**src/rtl/chan_reconfig_pkg.sv**
```systemverilog
// chan_reconfig_pkg: state encoding, shared constants and FFT size legality check for the channelizer reconfiguration sequencer
package chan_reconfig_pkg;
    typedef enum logic [2:0] {
        IDLE      = 3'd0,
        GATE      = 3'd1,
        DRAIN     = 3'd2,
        LOAD_COEF = 3'd3,
        LOAD_MASK = 3'd4,
        COMMIT    = 3'd5
    } state_t;
    localparam int MAX_FFT_SIZE       = 2048;
    localparam int TAPS_PER_PHASE     = 32;
    localparam int MASK_BITS_PER_WORD = 32;
    function automatic logic legal_size(input logic [31:0] n, input int lo, input int hi);
        return n != 0 && (n & (n - 32'd1)) == 0 && n >= 32'(lo) && n <= 32'(hi);
    endfunction
endpackage

```
**src/rtl/chan_reconfig_if.sv**
```systemverilog
// chan_reconfig_if: 32-bit AXI-Stream link used for the sample, coefficient, mask, reload and select buses
// master drives tdata/tlast/tvalid and samples tready; slave is the mirror image.
interface chan_reconfig_if;
    logic [31:0] tdata;
    logic        tlast;
    logic        tvalid;
    logic        tready;
    modport master (output tdata, tlast, tvalid, input tready);
    modport slave  (input tdata, tlast, tvalid, output tready);
endinterface

```
**src/rtl/chan_reconfig_beat_cnt.sv**
```systemverilog
// chan_reconfig_beat_cnt: gated AXIS pass-through that stops after n_beats handshakes and generates its own tlast
// ce_clk/ce_rst_n : clock, async active-low reset
// en              : load window open; outside it both valid and ready are forced low
// n_beats         : terminal beat count (>= 1)
// src / dst       : source stream in, forwarded stream out
// done            : pulses on the final handshake
// len_err         : pulses when the source tlast disagrees with the beat count on a handshake
module chan_reconfig_beat_cnt (
    input  logic                   ce_clk,
    input  logic                   ce_rst_n,
    input  logic                   en,
    input  logic [16:0]            n_beats,
    chan_reconfig_if.slave         src,
    chan_reconfig_if.master        dst,
    output logic                   done,
    output logic                   len_err
);
    logic [16:0] cnt;
    logic        last;
    logic        hs;
    assign last       = cnt == n_beats - 17'd1;
    assign dst.tdata  = src.tdata;
    assign dst.tlast  = en & last;
    assign dst.tvalid = en & src.tvalid;
    assign src.tready = en & dst.tready;
    assign hs         = dst.tvalid & dst.tready;
    assign done       = hs & last;
    // the count is authoritative; a disagreeing source tlast is only flagged
    assign len_err    = hs & (src.tlast ^ last);
    always_ff @(posedge ce_clk or negedge ce_rst_n)
        if (!ce_rst_n) cnt <= '0;
        else           cnt <= (!en || done) ? '0 : cnt + {16'd0, hs};
endmodule

```
**src/rtl/chan_reconfig_ctrl.sv**
```systemverilog
// chan_reconfig_ctrl: run-time FFT size reconfiguration sequencer for the M2 channelizer
// ce_clk/ce_rst_n        : clock, async active-low reset
// cfg_*                  : FFT size request handshake
// s_data / m_data        : sample stream, gated at packet boundaries
// mon_out_tvalid         : channelizer output activity, used to detect an empty pipeline
// s_coef / m_reload      : coefficient source and channelizer reload bus
// s_mask / m_select      : mask source and channelizer select bus
// fft_size/fft_size_stb  : committed size and its one-cycle commit strobe
// busy/state_rb          : status readback
// err_cfg/err_len        : rejected-request pulse, sticky load length error
module chan_reconfig_ctrl
    import chan_reconfig_pkg::*;
#(
    parameter int FFT_W          = 12,
    parameter int MAX_FFT_SIZE   = 2048,
    parameter int MIN_FFT_SIZE   = 8,
    parameter int TAPS_PER_PHASE = 32,
    parameter int DRAIN_CYCLES   = 64,
    parameter int RESET_FFT_SIZE = 2048
) (
    input  logic             ce_clk,
    input  logic             ce_rst_n,
    input  logic [FFT_W-1:0] cfg_fft_size,
    input  logic             cfg_valid,
    output logic             cfg_ready,
    chan_reconfig_if.slave   s_data,
    chan_reconfig_if.master  m_data,
    input  logic             mon_out_tvalid,
    chan_reconfig_if.slave   s_coef,
    chan_reconfig_if.master  m_reload,
    chan_reconfig_if.slave   s_mask,
    chan_reconfig_if.master  m_select,
    output logic [FFT_W-1:0] fft_size,
    output logic             fft_size_stb,
    output logic             busy,
    output logic [2:0]       state_rb,
    output logic             err_cfg,
    output logic             err_len
);
    localparam int CW = $clog2(DRAIN_CYCLES + 1);
    state_t           state;
    state_t           state_n;
    logic             mid_pkt;
    logic             pass;
    logic             accept;
    logic             coef_done;
    logic             mask_done;
    logic             coef_err;
    logic             mask_err;
    logic [FFT_W-1:0] pend_size;
    logic [CW-1:0]    idle_cnt;
    logic [16:0]      n_coef;
    logic [16:0]      n_mask;
    assign accept       = cfg_valid && state == IDLE &&
                          legal_size(32'(cfg_fft_size), MIN_FFT_SIZE, MAX_FFT_SIZE);
    assign err_cfg      = cfg_valid && state == IDLE && !accept;
    assign cfg_ready    = state == IDLE;
    assign busy         = state != IDLE;
    assign state_rb     = state;
    assign fft_size_stb = state == COMMIT;
    // GATE only lets the packet already in flight finish
    assign pass          = state == IDLE || (state == GATE && mid_pkt);
    assign m_data.tdata  = s_data.tdata;
    assign m_data.tlast  = s_data.tlast;
    assign m_data.tvalid = s_data.tvalid & pass;
    assign s_data.tready = m_data.tready & pass;
    assign n_coef = 17'(pend_size) * 17'(TAPS_PER_PHASE);
    assign n_mask = (pend_size < FFT_W'(MASK_BITS_PER_WORD)) ? 17'd1 :
                    17'(pend_size / FFT_W'(MASK_BITS_PER_WORD));
    chan_reconfig_beat_cnt u_coef (
        .ce_clk   (ce_clk),
        .ce_rst_n (ce_rst_n),
        .en       (state == LOAD_COEF),
        .n_beats  (n_coef),
        .src      (s_coef),
        .dst      (m_reload),
        .done     (coef_done),
        .len_err  (coef_err)
    );
    chan_reconfig_beat_cnt u_mask (
        .ce_clk   (ce_clk),
        .ce_rst_n (ce_rst_n),
        .en       (state == LOAD_MASK),
        .n_beats  (n_mask),
        .src      (s_mask),
        .dst      (m_select),
        .done     (mask_done),
        .len_err  (mask_err)
    );
    always_comb begin
        state_n = state;
        case (state)
            IDLE:      state_n = accept ? GATE : IDLE;
            GATE:      state_n = mid_pkt ? GATE : DRAIN;
            DRAIN:     state_n = (!mon_out_tvalid && idle_cnt == CW'(DRAIN_CYCLES - 1)) ? LOAD_COEF : DRAIN;
            LOAD_COEF: state_n = coef_done ? LOAD_MASK : LOAD_COEF;
            LOAD_MASK: state_n = mask_done ? COMMIT : LOAD_MASK;
            COMMIT:    state_n = IDLE;
            default:   state_n = IDLE;
        endcase
    end
    always_ff @(posedge ce_clk or negedge ce_rst_n)
        if (!ce_rst_n) state <= IDLE;
        else           state <= state_n;
    always_ff @(posedge ce_clk or negedge ce_rst_n)
        if (!ce_rst_n) begin
            mid_pkt   <= 1'b0;
            pend_size <= FFT_W'(RESET_FFT_SIZE);
            idle_cnt  <= '0;
            fft_size  <= FFT_W'(RESET_FFT_SIZE);
            err_len   <= 1'b0;
        end else begin
            if (s_data.tvalid && s_data.tready) mid_pkt <= !s_data.tlast;
            if (accept) pend_size <= cfg_fft_size;
            // zero outside DRAIN, so DRAIN always starts counting from zero
            idle_cnt <= (state == DRAIN && !mon_out_tvalid) ? idle_cnt + 1'b1 : '0;
            if (state == COMMIT) fft_size <= pend_size;
            err_len <= !accept && (err_len || coef_err || mask_err);
        end
endmodule

```
**src/flat_wrapper.sv**
```systemverilog
// flat-port wrapper written by rule: the top's interface ports become plain ports
module chan_reconfig_ctrl_flat import chan_reconfig_pkg::*;
#(
    parameter int FFT_W          = 12,
    parameter int MAX_FFT_SIZE   = 2048,
    parameter int MIN_FFT_SIZE   = 8,
    parameter int TAPS_PER_PHASE = 32,
    parameter int DRAIN_CYCLES   = 64,
    parameter int RESET_FFT_SIZE = 2048
)
  (ce_clk, ce_rst_n, cfg_fft_size, cfg_valid, cfg_ready, mon_out_tvalid, fft_size, fft_size_stb, busy, state_rb, err_cfg, err_len, s_data_tdata, s_data_tlast, s_data_tvalid, s_data_tready, m_data_tdata, m_data_tlast, m_data_tvalid, m_data_tready, s_coef_tdata, s_coef_tlast, s_coef_tvalid, s_coef_tready, m_reload_tdata, m_reload_tlast, m_reload_tvalid, m_reload_tready, s_mask_tdata, s_mask_tlast, s_mask_tvalid, s_mask_tready, m_select_tdata, m_select_tlast, m_select_tvalid, m_select_tready);
  chan_reconfig_if s_data_i ();
  chan_reconfig_if m_data_i ();
  chan_reconfig_if s_coef_i ();
  chan_reconfig_if m_reload_i ();
  chan_reconfig_if s_mask_i ();
  chan_reconfig_if m_select_i ();
  input  logic ce_clk;
  input  logic ce_rst_n;
  input  logic [FFT_W-1:0] cfg_fft_size;
  input  logic cfg_valid;
  output logic cfg_ready;
  input  logic mon_out_tvalid;
  output logic [FFT_W-1:0] fft_size;
  output logic fft_size_stb;
  output logic busy;
  output logic [2:0] state_rb;
  output logic err_cfg;
  output logic err_len;
  input wire logic [$bits(s_data_i.tdata)-1:0] s_data_tdata;
  input wire logic [$bits(s_data_i.tlast)-1:0] s_data_tlast;
  input wire logic [$bits(s_data_i.tvalid)-1:0] s_data_tvalid;
  output wire logic [$bits(s_data_i.tready)-1:0] s_data_tready;
  output wire logic [$bits(m_data_i.tdata)-1:0] m_data_tdata;
  output wire logic [$bits(m_data_i.tlast)-1:0] m_data_tlast;
  output wire logic [$bits(m_data_i.tvalid)-1:0] m_data_tvalid;
  input wire logic [$bits(m_data_i.tready)-1:0] m_data_tready;
  input wire logic [$bits(s_coef_i.tdata)-1:0] s_coef_tdata;
  input wire logic [$bits(s_coef_i.tlast)-1:0] s_coef_tlast;
  input wire logic [$bits(s_coef_i.tvalid)-1:0] s_coef_tvalid;
  output wire logic [$bits(s_coef_i.tready)-1:0] s_coef_tready;
  output wire logic [$bits(m_reload_i.tdata)-1:0] m_reload_tdata;
  output wire logic [$bits(m_reload_i.tlast)-1:0] m_reload_tlast;
  output wire logic [$bits(m_reload_i.tvalid)-1:0] m_reload_tvalid;
  input wire logic [$bits(m_reload_i.tready)-1:0] m_reload_tready;
  input wire logic [$bits(s_mask_i.tdata)-1:0] s_mask_tdata;
  input wire logic [$bits(s_mask_i.tlast)-1:0] s_mask_tlast;
  input wire logic [$bits(s_mask_i.tvalid)-1:0] s_mask_tvalid;
  output wire logic [$bits(s_mask_i.tready)-1:0] s_mask_tready;
  output wire logic [$bits(m_select_i.tdata)-1:0] m_select_tdata;
  output wire logic [$bits(m_select_i.tlast)-1:0] m_select_tlast;
  output wire logic [$bits(m_select_i.tvalid)-1:0] m_select_tvalid;
  input wire logic [$bits(m_select_i.tready)-1:0] m_select_tready;
  assign s_data_i.tdata = s_data_tdata;
  assign s_data_i.tlast = s_data_tlast;
  assign s_data_i.tvalid = s_data_tvalid;
  assign s_data_tready = s_data_i.tready;
  assign m_data_tdata = m_data_i.tdata;
  assign m_data_tlast = m_data_i.tlast;
  assign m_data_tvalid = m_data_i.tvalid;
  assign m_data_i.tready = m_data_tready;
  assign s_coef_i.tdata = s_coef_tdata;
  assign s_coef_i.tlast = s_coef_tlast;
  assign s_coef_i.tvalid = s_coef_tvalid;
  assign s_coef_tready = s_coef_i.tready;
  assign m_reload_tdata = m_reload_i.tdata;
  assign m_reload_tlast = m_reload_i.tlast;
  assign m_reload_tvalid = m_reload_i.tvalid;
  assign m_reload_i.tready = m_reload_tready;
  assign s_mask_i.tdata = s_mask_tdata;
  assign s_mask_i.tlast = s_mask_tlast;
  assign s_mask_i.tvalid = s_mask_tvalid;
  assign s_mask_tready = s_mask_i.tready;
  assign m_select_tdata = m_select_i.tdata;
  assign m_select_tlast = m_select_i.tlast;
  assign m_select_tvalid = m_select_i.tvalid;
  assign m_select_i.tready = m_select_tready;
  chan_reconfig_ctrl #(.FFT_W(FFT_W), .MAX_FFT_SIZE(MAX_FFT_SIZE), .MIN_FFT_SIZE(MIN_FFT_SIZE), .TAPS_PER_PHASE(TAPS_PER_PHASE), .DRAIN_CYCLES(DRAIN_CYCLES), .RESET_FFT_SIZE(RESET_FFT_SIZE)) u_core (.ce_clk(ce_clk), .ce_rst_n(ce_rst_n), .cfg_fft_size(cfg_fft_size), .cfg_valid(cfg_valid), .cfg_ready(cfg_ready), .s_data(s_data_i), .m_data(m_data_i), .mon_out_tvalid(mon_out_tvalid), .s_coef(s_coef_i), .m_reload(m_reload_i), .s_mask(s_mask_i), .m_select(m_select_i), .fft_size(fft_size), .fft_size_stb(fft_size_stb), .busy(busy), .state_rb(state_rb), .err_cfg(err_cfg), .err_len(err_len));
endmodule
```
**config.mk**
```make
export PLATFORM = sky130hd
export DESIGN_NAME = chan_reconfig_ctrl_flat
export DESIGN_NICKNAME = d
export VERILOG_FILES = /design/src/rtl/chan_reconfig_pkg.sv /design/src/rtl/chan_reconfig_if.sv /design/src/rtl/chan_reconfig_beat_cnt.sv /design/src/rtl/chan_reconfig_ctrl.sv /design/src/flat_wrapper.sv
export SDC_FILE = /design/constraint.sdc
export NUM_CORES = 1
export LEC_CHECK = 0
export ABC_CLOCK_PERIOD_IN_PS = 8160
export BUFFER_PORTS_ARGS = -buffer_cell sky130_fd_sc_hd__buf_4
export CORE_MARGIN = 5
export CORE_UTILIZATION = 48
export DETAILED_ROUTE_END_ITERATION = 10
export GPL_ROUTABILITY_DRIVEN = 0
export PLACE_DENSITY = 0.9
export SLEW_MARGIN = 20
export SYNTH_ARGS = -nofsm -noshare
export SYNTH_HDL_FRONTEND = slang
export SYNTH_SLANG_ARGS = --single-unit
export TNS_END_PERCENT = 10
```
**constraint.sdc**
```tcl
create_clock -name ce_clk -period 8.16 [get_ports ce_clk]
set_input_delay 1.632 -clock ce_clk [delete_from_list [all_inputs] [get_ports ce_clk]]
set_output_delay 1.632 -clock ce_clk [all_outputs]
set_load 0.05 [all_outputs]
```
==> results_dict.tcl, run 1 <==
set metrics [dict create \
    status "finished, final reports clean" \
    via_count 3548 \
    wl_met2_um 5560 \
    clockRootBuffer "clkbuf_8" \
    worstRegToRegCells 14 \
    grt_pass1_wl_um 17300 \
    drv_cap 0 \
    diodes 0 \
    critPathBufInv 2 \
    worst_ep_arrival_time_ns 4.31 \
    synthMuxAreaShare_pct 2.35 \
    drc 0 \
    drive_gt1_share_pct 19.4 \
    critPathTopFamily "simple AND/OR/NAND/NOR gates" \
    synthCells 535 \
    drv_slew 0 \
    hold_buffers 0 \
    synthSimpleGateAreaFrac_pct 24.0 \
    drt_iter0_drc 195 \
    ys_async_sr_fraction_pct 100 \
    clock_latency_ns 0.36 \
    worstPathRequired_ns 6.53 \
    timing.final.crit_share_pct 72.8 \
    critPathMaxStageDelay_ns 0.67 \
    coreArea_um2 9680 \
    grt.total_usage_pct 19.1 \
    cts.reportedPaths.clkPinSlew_ns 0.08 \
    fp.dieW_um 109 \
    met3_length_um 1470 \
    layout_setup_ws_ns 2.22 \
    hold_path.class "reg -> reg" \
    synth_ff_type "dfrtp_1" \
    syn_avg_cell_area_um2 8.86 \
    area_delta_synth_final_pct -1.43 \
    mappedNetlistNets 664 \
    row_count 36 \
    tritoncts "built" \
    yosysUniqueCellTypes 56 \
    top_layer "met4" \
    htreeDepth 3 \
    max_slew.worst_pin.slew_ns 0.858 \
    finalHoldWorstSlack_ns 0.481 \
    dieArea_um2 12000 \
    finalSetupViolations 0 \
    wirelength_um 11400 \
    grt_overflow 0 \
    post_cts_buffers 0 \
    dp_cells 606 \
    cpMaxStageDelayCell "or4_1" \
    wl_met1_um 3880 \
    start_kind "flop" \
    yosysSeqAreaShare_pct 37.0 \
    final_hold_viol_count 0 \
    path_class "reg -> out" \
    synth_xor_area_share_pct 9.98 \
    synth_edf_count 0 \
    fin_skew_ns 0.0126 \
    whs_path_depth 2 \
    initial_core_util_pct 48.9 \
    rsz0062_at_grt "false" \
    endpoint_kind "output pin" \
    clock.fmax_ghz 0.168 \
    dp_hpwl_um 8750 \
    post_cts_resize_count 0 \
    layout_min_cycle_time_ns 5.94 \
    ios 246 \
    grt_pass1_vias 3355 \
    synth_compound_area_share_pct 5.97 \
    clock_path_buffers 2 \
    synth-seq-cells 70 \
    dp_slack_ns 2.68 \
    first_pass_iters 5 \
    vdd.ir_drop.worst_mv 0.0922 \
    viasPerCell 5.70 \
    chipHeight_um 109 \
    finish.net_count 613 \
    grt_max_degree 71 \
    synth_top_family_by_area "simple AND/OR/NAND/NOR gates" \
    setup_tns_ns 0 \
    port_buffers 53 \
    synth-adder-area-share_pct 2.53 \
    power_leakage_uw 0.00214 \
    ys.warnings.count 0 \
    wire_per_inst_um 18.3 \
    fin_cells 622 \
    cts_buffers 9 \
    syn_area_um2 4740 \
    powerDensity_nw_per_um2 155 \
    ant_nets 0 \
    path_max_fanout 15 \
    antenna_found_initial 0 \
    cp_cell_sequence "or4_1 > nor3_1 > nor2_1 > ha_1 > inv_1 > nor2_1 > ha_1 > xnor2_1 > a2111oi_0 > o2111ai_1 > or4_1 > nor3_1 > buf_4" \
    relSlewSlack_pct 42.8 \
    cts_sinks 70 \
    cp.depth 13 \
]
[power breakdown]
group	switching (µW)	leakage [µW]	internal (µW)
logic	43.7	0.00111	40.7
clock network	135	0.0000857	119
registers	23.3	0.000941	360
[cell type report]
| type | count | area [µm²] |
|---|---|---|
| Tap cell | 133 | 166 |
| Fill cell | 874 | 5010 |
| Timing Repair Buffer | 53 | 398 |
| Sequential cell | 70 | 1750 |
| Multi-Input combinational cell | 336 | 2120 |
| Clock inverter | 5 | 33.8 |
| Inverter | 14 | 52.6 |
| Clock buffer | 11 | 141 |
[worst paths after layout]
path | from | endpoint | slack (ns)
min | u_core.fft_size[10] | u_core.fft_size[10] | 0.48
max | u_core.pend_size[7] | m_select_tlast | 2.22
min in group asynchronous | ce_rst_n | u_core.u_mask.cnt[3] | 1.38
min reg2reg | u_core.fft_size[10] | u_core.fft_size[10] | 0.48
max reg2reg | u_core.pend_size[7] | u_core.u_mask.cnt[15] | 3.85
max in group asynchronous | ce_rst_n | u_core.pend_size[2] | 6.21
[synth_stat cells (all sizes together), types with 3 or more instances]
| master | count | area [µm²] |
|---|---|---|
| buf | 101 | 754 |
| dfrtp | 68 | 1700 |
| nor2 | 64 | 240 |
| nand2 | 45 | 176 |
| xor2 | 28 | 245 |
| xnor2 | 26 | 228 |
| nand3 | 20 | 105 |
| and3 | 18 | 118 |
| clkbuf | 14 | 52.6 |
| o21ai | 14 | 70.1 |
| inv | 13 | 48.8 |
| nor3 | 13 | 65.1 |
| or4 | 10 | 90.1 |
| mux2 | 9 | 101 |
| ha | 8 | 100 |
| nand4 | 7 | 43.8 |
| nor4 | 7 | 43.8 |
| a21oi | 6 | 30.0 |
| or3 | 6 | 37.5 |
| and2 | 5 | 31.3 |
| or4b | 5 | 50.1 |
| a31oi | 4 | 25.0 |
| nand2b | 4 | 25.0 |
| nor2b | 3 | 18.8 |
| o21a | 3 | 22.5 |
| or2 | 3 | 18.8 |
[tightest hold or removal path, cell delays in order (launching register included)]
cell     delay, ns
dfrtp_1       0.35
nand2_1       0.05
nand2_1       0.05
[flip-flops by register name, summed over array words and instances (netlist names)]
signal / cells
u_core.err_len: 1
u_core.mid_pkt: 1
u_core.u_coef.cnt: 17
u_core.fft_size: 12
u_core.idle_cnt: 7
u_core.u_mask.cnt: 17
u_core.pend_size: 12
u_core.state_rb: 3
[stage by stage]
stage               power (µW)  area (µm²)  util [%]
floorplan                  564        4740         -
finish                     722        4670      48.2
CTS                        725        4670      48.2
detailed placement         472        4500      46.4
global route               750        4670      48.2
global placement           466        4500      46.4
[layer usage]
metal / track usage [%] / vias to the layer above
li1: - / 1612
met1: 20.4 / 1693
met2: 31.3 / 196
met3: 8.51 / 47
met4: 10.6 / 0
met5: 0 / -
[cell usage in the layout, fill, tap and decap left out, types with 5 or more instances in the layout]
cell / Yosys / final
nor2_1: 64 / 64
xor2_1: 28 / 28
and2_1: 5 / 5
nor4_1: 7 / 7
nand4_1: 7 / 7
or4_1: 6 / 6
or3_1: 6 / 6
mux2_2: 9 / 9
and3_1: 17 / 17
buf_4: 97 / 53
a21oi_1: 6 / 6
nand3_1: 19 / 19
o21ai_0: 14 / 14
dfrtp_1: 68 / 68
ha_1: 8 / 8
inv_1: 13 / 13
xnor2_1: 26 / 26
nor3_1: 13 / 13
clkbuf_8: 0 / 10
nand2_1: 44 / 44
[cells by family (layout without fill, tap and decap cells)]
| family | Yosys count | in the layout |
|---|---|---|
| AOI/OAI and AO/OA | 43 | 43 |
| buffers and inverters | 129 | 83 |
| muxes | 10 | 10 |
| xor gates and xnor gates | 54 | 54 |
| adders and majority gates | 10 | 10 |
| and+or+nand+nor | 219 | 219 |
| DFF | 70 | 70 |
No activity file was read; power rests on OpenSTA's default activity.
==> run 2, diff against run 1 <==
Settings changed: ABC_CLOCK_PERIOD_IN_PS 8160 to 5100, CORE_UTILIZATION 48 to 42, PLACE_DENSITY 0.9 to 0.84.
Clock period 8.16 ns to 5.1 ns, I/O delays scaled along.
==> run 2 against run 1 <==
  * Total power increased by 88%
  * Sequential power increased by 61%
  * Clock-buffer cell count unchanged
  * Register-to-register slack got worse by 2.7 ns
  * Design area increased by 3.3%
  * Final cell count increased by 1.1%
  * Setup slack got worse by 2.0 ns
==> results_dict.tcl, run 2 (synthesis gave the netlist of run 1 again) <==
set metrics [dict create \
    ios 246 \
    htreeDepth 3 \
    cts_sinks 70 \
    area_delta_synth_final_pct 1.82 \
    ant_nets 0 \
    hold_path.class "reg -> reg" \
    max_slew.worst_pin.slew_ns 0.889 \
    dieArea_um2 13500 \
    clockRootBuffer "clkbuf_16" \
    top_regs "u_core.u_coef.cnt x17, u_core.u_mask.cnt x17" \
    dp_cells 614 \
    post_cts_buffers 0 \
    fin_cells 629 \
    path_max_fanout 10 \
    cts.reportedPaths.clkPinSlew_ns 0.05 \
    final_common_cell "dfrtp_1" \
    viasPerCell 5.49 \
    layout_setup_ws_ns 0.221 \
    finish.net_count 614 \
    vdd.ir_drop.worst_mv 0.157 \
    clock_path_buffers 2 \
    dp_hpwl_um 8410 \
    grt.total_usage_pct 16.7 \
    clockPowerShare_pct 44.5 \
    fin_util_pct 44.1 \
    endpoint_kind "output pin" \
    power_frac_seq_pct 45.5 \
    worstReg2RegEnd "u_core.u_mask.cnt[15]" \
    grt_pass1_vias 3445 \
    initial_core_util_pct 43.3 \
    via_count 3454 \
    clock.fmax_ghz 0.205 \
    grt_max_degree 71 \
    r2r-start "u_core.pend_size[8]" \
    timing.final.crit_share_pct 95.7 \
    path_class "reg -> out" \
    start_kind "flop" \
    power.switching_uw 326 \
    fin_skew_ns 0.00784 \
    grt_overflow 0 \
    antenna_found_initial 0 \
    chipHeight_um 116 \
    min_to "u_core.fft_size[3]" \
    finalSetupViolations 0 \
    regArea_um2 1760 \
    row_count 38 \
    layout_min_cycle_time_ns 4.88 \
    coreArea_um2 10900 \
    final_cell_mix "66 x dfrtp_1, 64 x nor2_1, 54 x buf_4, 44 x nand2_1, 28 x xor2_1" \
    worstRegToRegCells 14 \
    fp.dieW_um 116 \
    power_leakage_uw 0.00219 \
    drc 0 \
    multi_input_area_um2 2140 \
    status "finished, final reports clean" \
    n_fill_cell 1050 \
    first_pass_iters 4 \
    port_buffers 53 \
    worst_ep_arrival_time_ns 3.86 \
    grt_pass1_wl_um 17700 \
    final_hold_viol_count 0 \
    setup_tns_ns 0 \
    drt_iter0_drc 181 \
    tritoncts "built" \
    relSlewSlack_pct 40.7 \
    dp_slack_ns 0.382 \
    min_from "u_core.fft_size[3]" \
    diodes 0 \
    p_sw_share_pct 24.0 \
    powerDensity_nw_per_um2 281 \
    whs_path_depth 2 \
    cts_buffers 9 \
    rsz0062_at_grt "false" \
    wirelength_um 11000 \
    r2r_setup_slack_ns 1.12 \
    drv_cap 0 \
    clock_latency_ns 0.33 \
    worstPathRequired_ns 4.08 \
    drive_gt1_share_pct 20.7 \
    drv_slew 0 \
    internal_power_uw 1030 \
    pwr-share-comb_pct 10.0 \
    wire_per_inst_um 17.5 \
]
## run 2: changes by cell type in the layout (fill, tap and decap cells not counted), sizes merged
| cell | change |
|---|---|
| buf | +1 |
| clkinvlp | -1 |
| bufinv | +1 |
| inv | -1 |
## run 2: through the flow
stage / hold slack [ns] / instance area, µm² / power (µW)
detailed placement: 0.476 / 4520 / 754
finish: 0.480 / 4820 / 1360
CTS: 0.487 / 4810 / 1370
global placement: 0.469 / 4520 / 747
global route: 0.510 / 4820 / 1410
floorplan: 0.455 / 4740 / 902
## run 2: layer usage
layer	wire (µm)	GRT usage, %	vias up
met5	0	0	-
met4	219	6.81	0
met3	940	5.44	33
met2	5610	28.1	140
met1	4260	19.9	1667
li1	-	-	1614
## run 2: critical path, stage by stage (launching register included)
cell and delay [ns]:
dfrtp_2 0.48, or4_4 0.56, nor3_2 0.15, nor2_1 0.07, ha_1 0.28, inv_1 0.09, nor2_1 0.05, ha_1 0.18
xor2_1 0.16, a2111oi_2 0.34, o2111ai_1 0.20, or4_1 0.60, nor3_2 0.14, buf_4 0.22
## run 2: how the worst max path moves through the flow
stage,startpoint,to,slack (ns),depth (start not counted)
global route,u_core.pend_size[8],m_select_tlast,0.008,13
CTS,u_core.pend_size[8],m_select_tlast,0.03,13
detailed placement,u_core.pend_size[8],m_select_tlast,0.38,13
global placement,u_core.pend_size[8],m_select_tlast,0.53,13
finish,u_core.pend_size[8],m_select_tlast,0.22,13
floorplan,u_core.pend_size[8],m_select_tlast,0.36,13
## run 2: timing repair
action / 4_1_cts / 5_1_grt
endpoints found under the setup margin: 1 / 1
gates resized for setup: 1 / 5
hold buffers: 0 / 0
cloned: 0 / 0
hold endpoints to repair: 0 / 0
## run 2: power groups by stage
stage	combinational (µW)	sequential (µW)	clock, µW
CTS	134	615	617
global placement	125	622	0
global route	152	620	640
floorplan	295	607	0
detailed placement	130	624	0
finish	136	618	603
## run 2: layout make-up
type,instances,area share (%)
tap,140,3.63
multi-input combinational,336,44.5
clock buffer,11,5.03
inverter,14,1.09
sequential,70,36.4
timing repair buffer,54,8.40
clock inverter,4,0.985
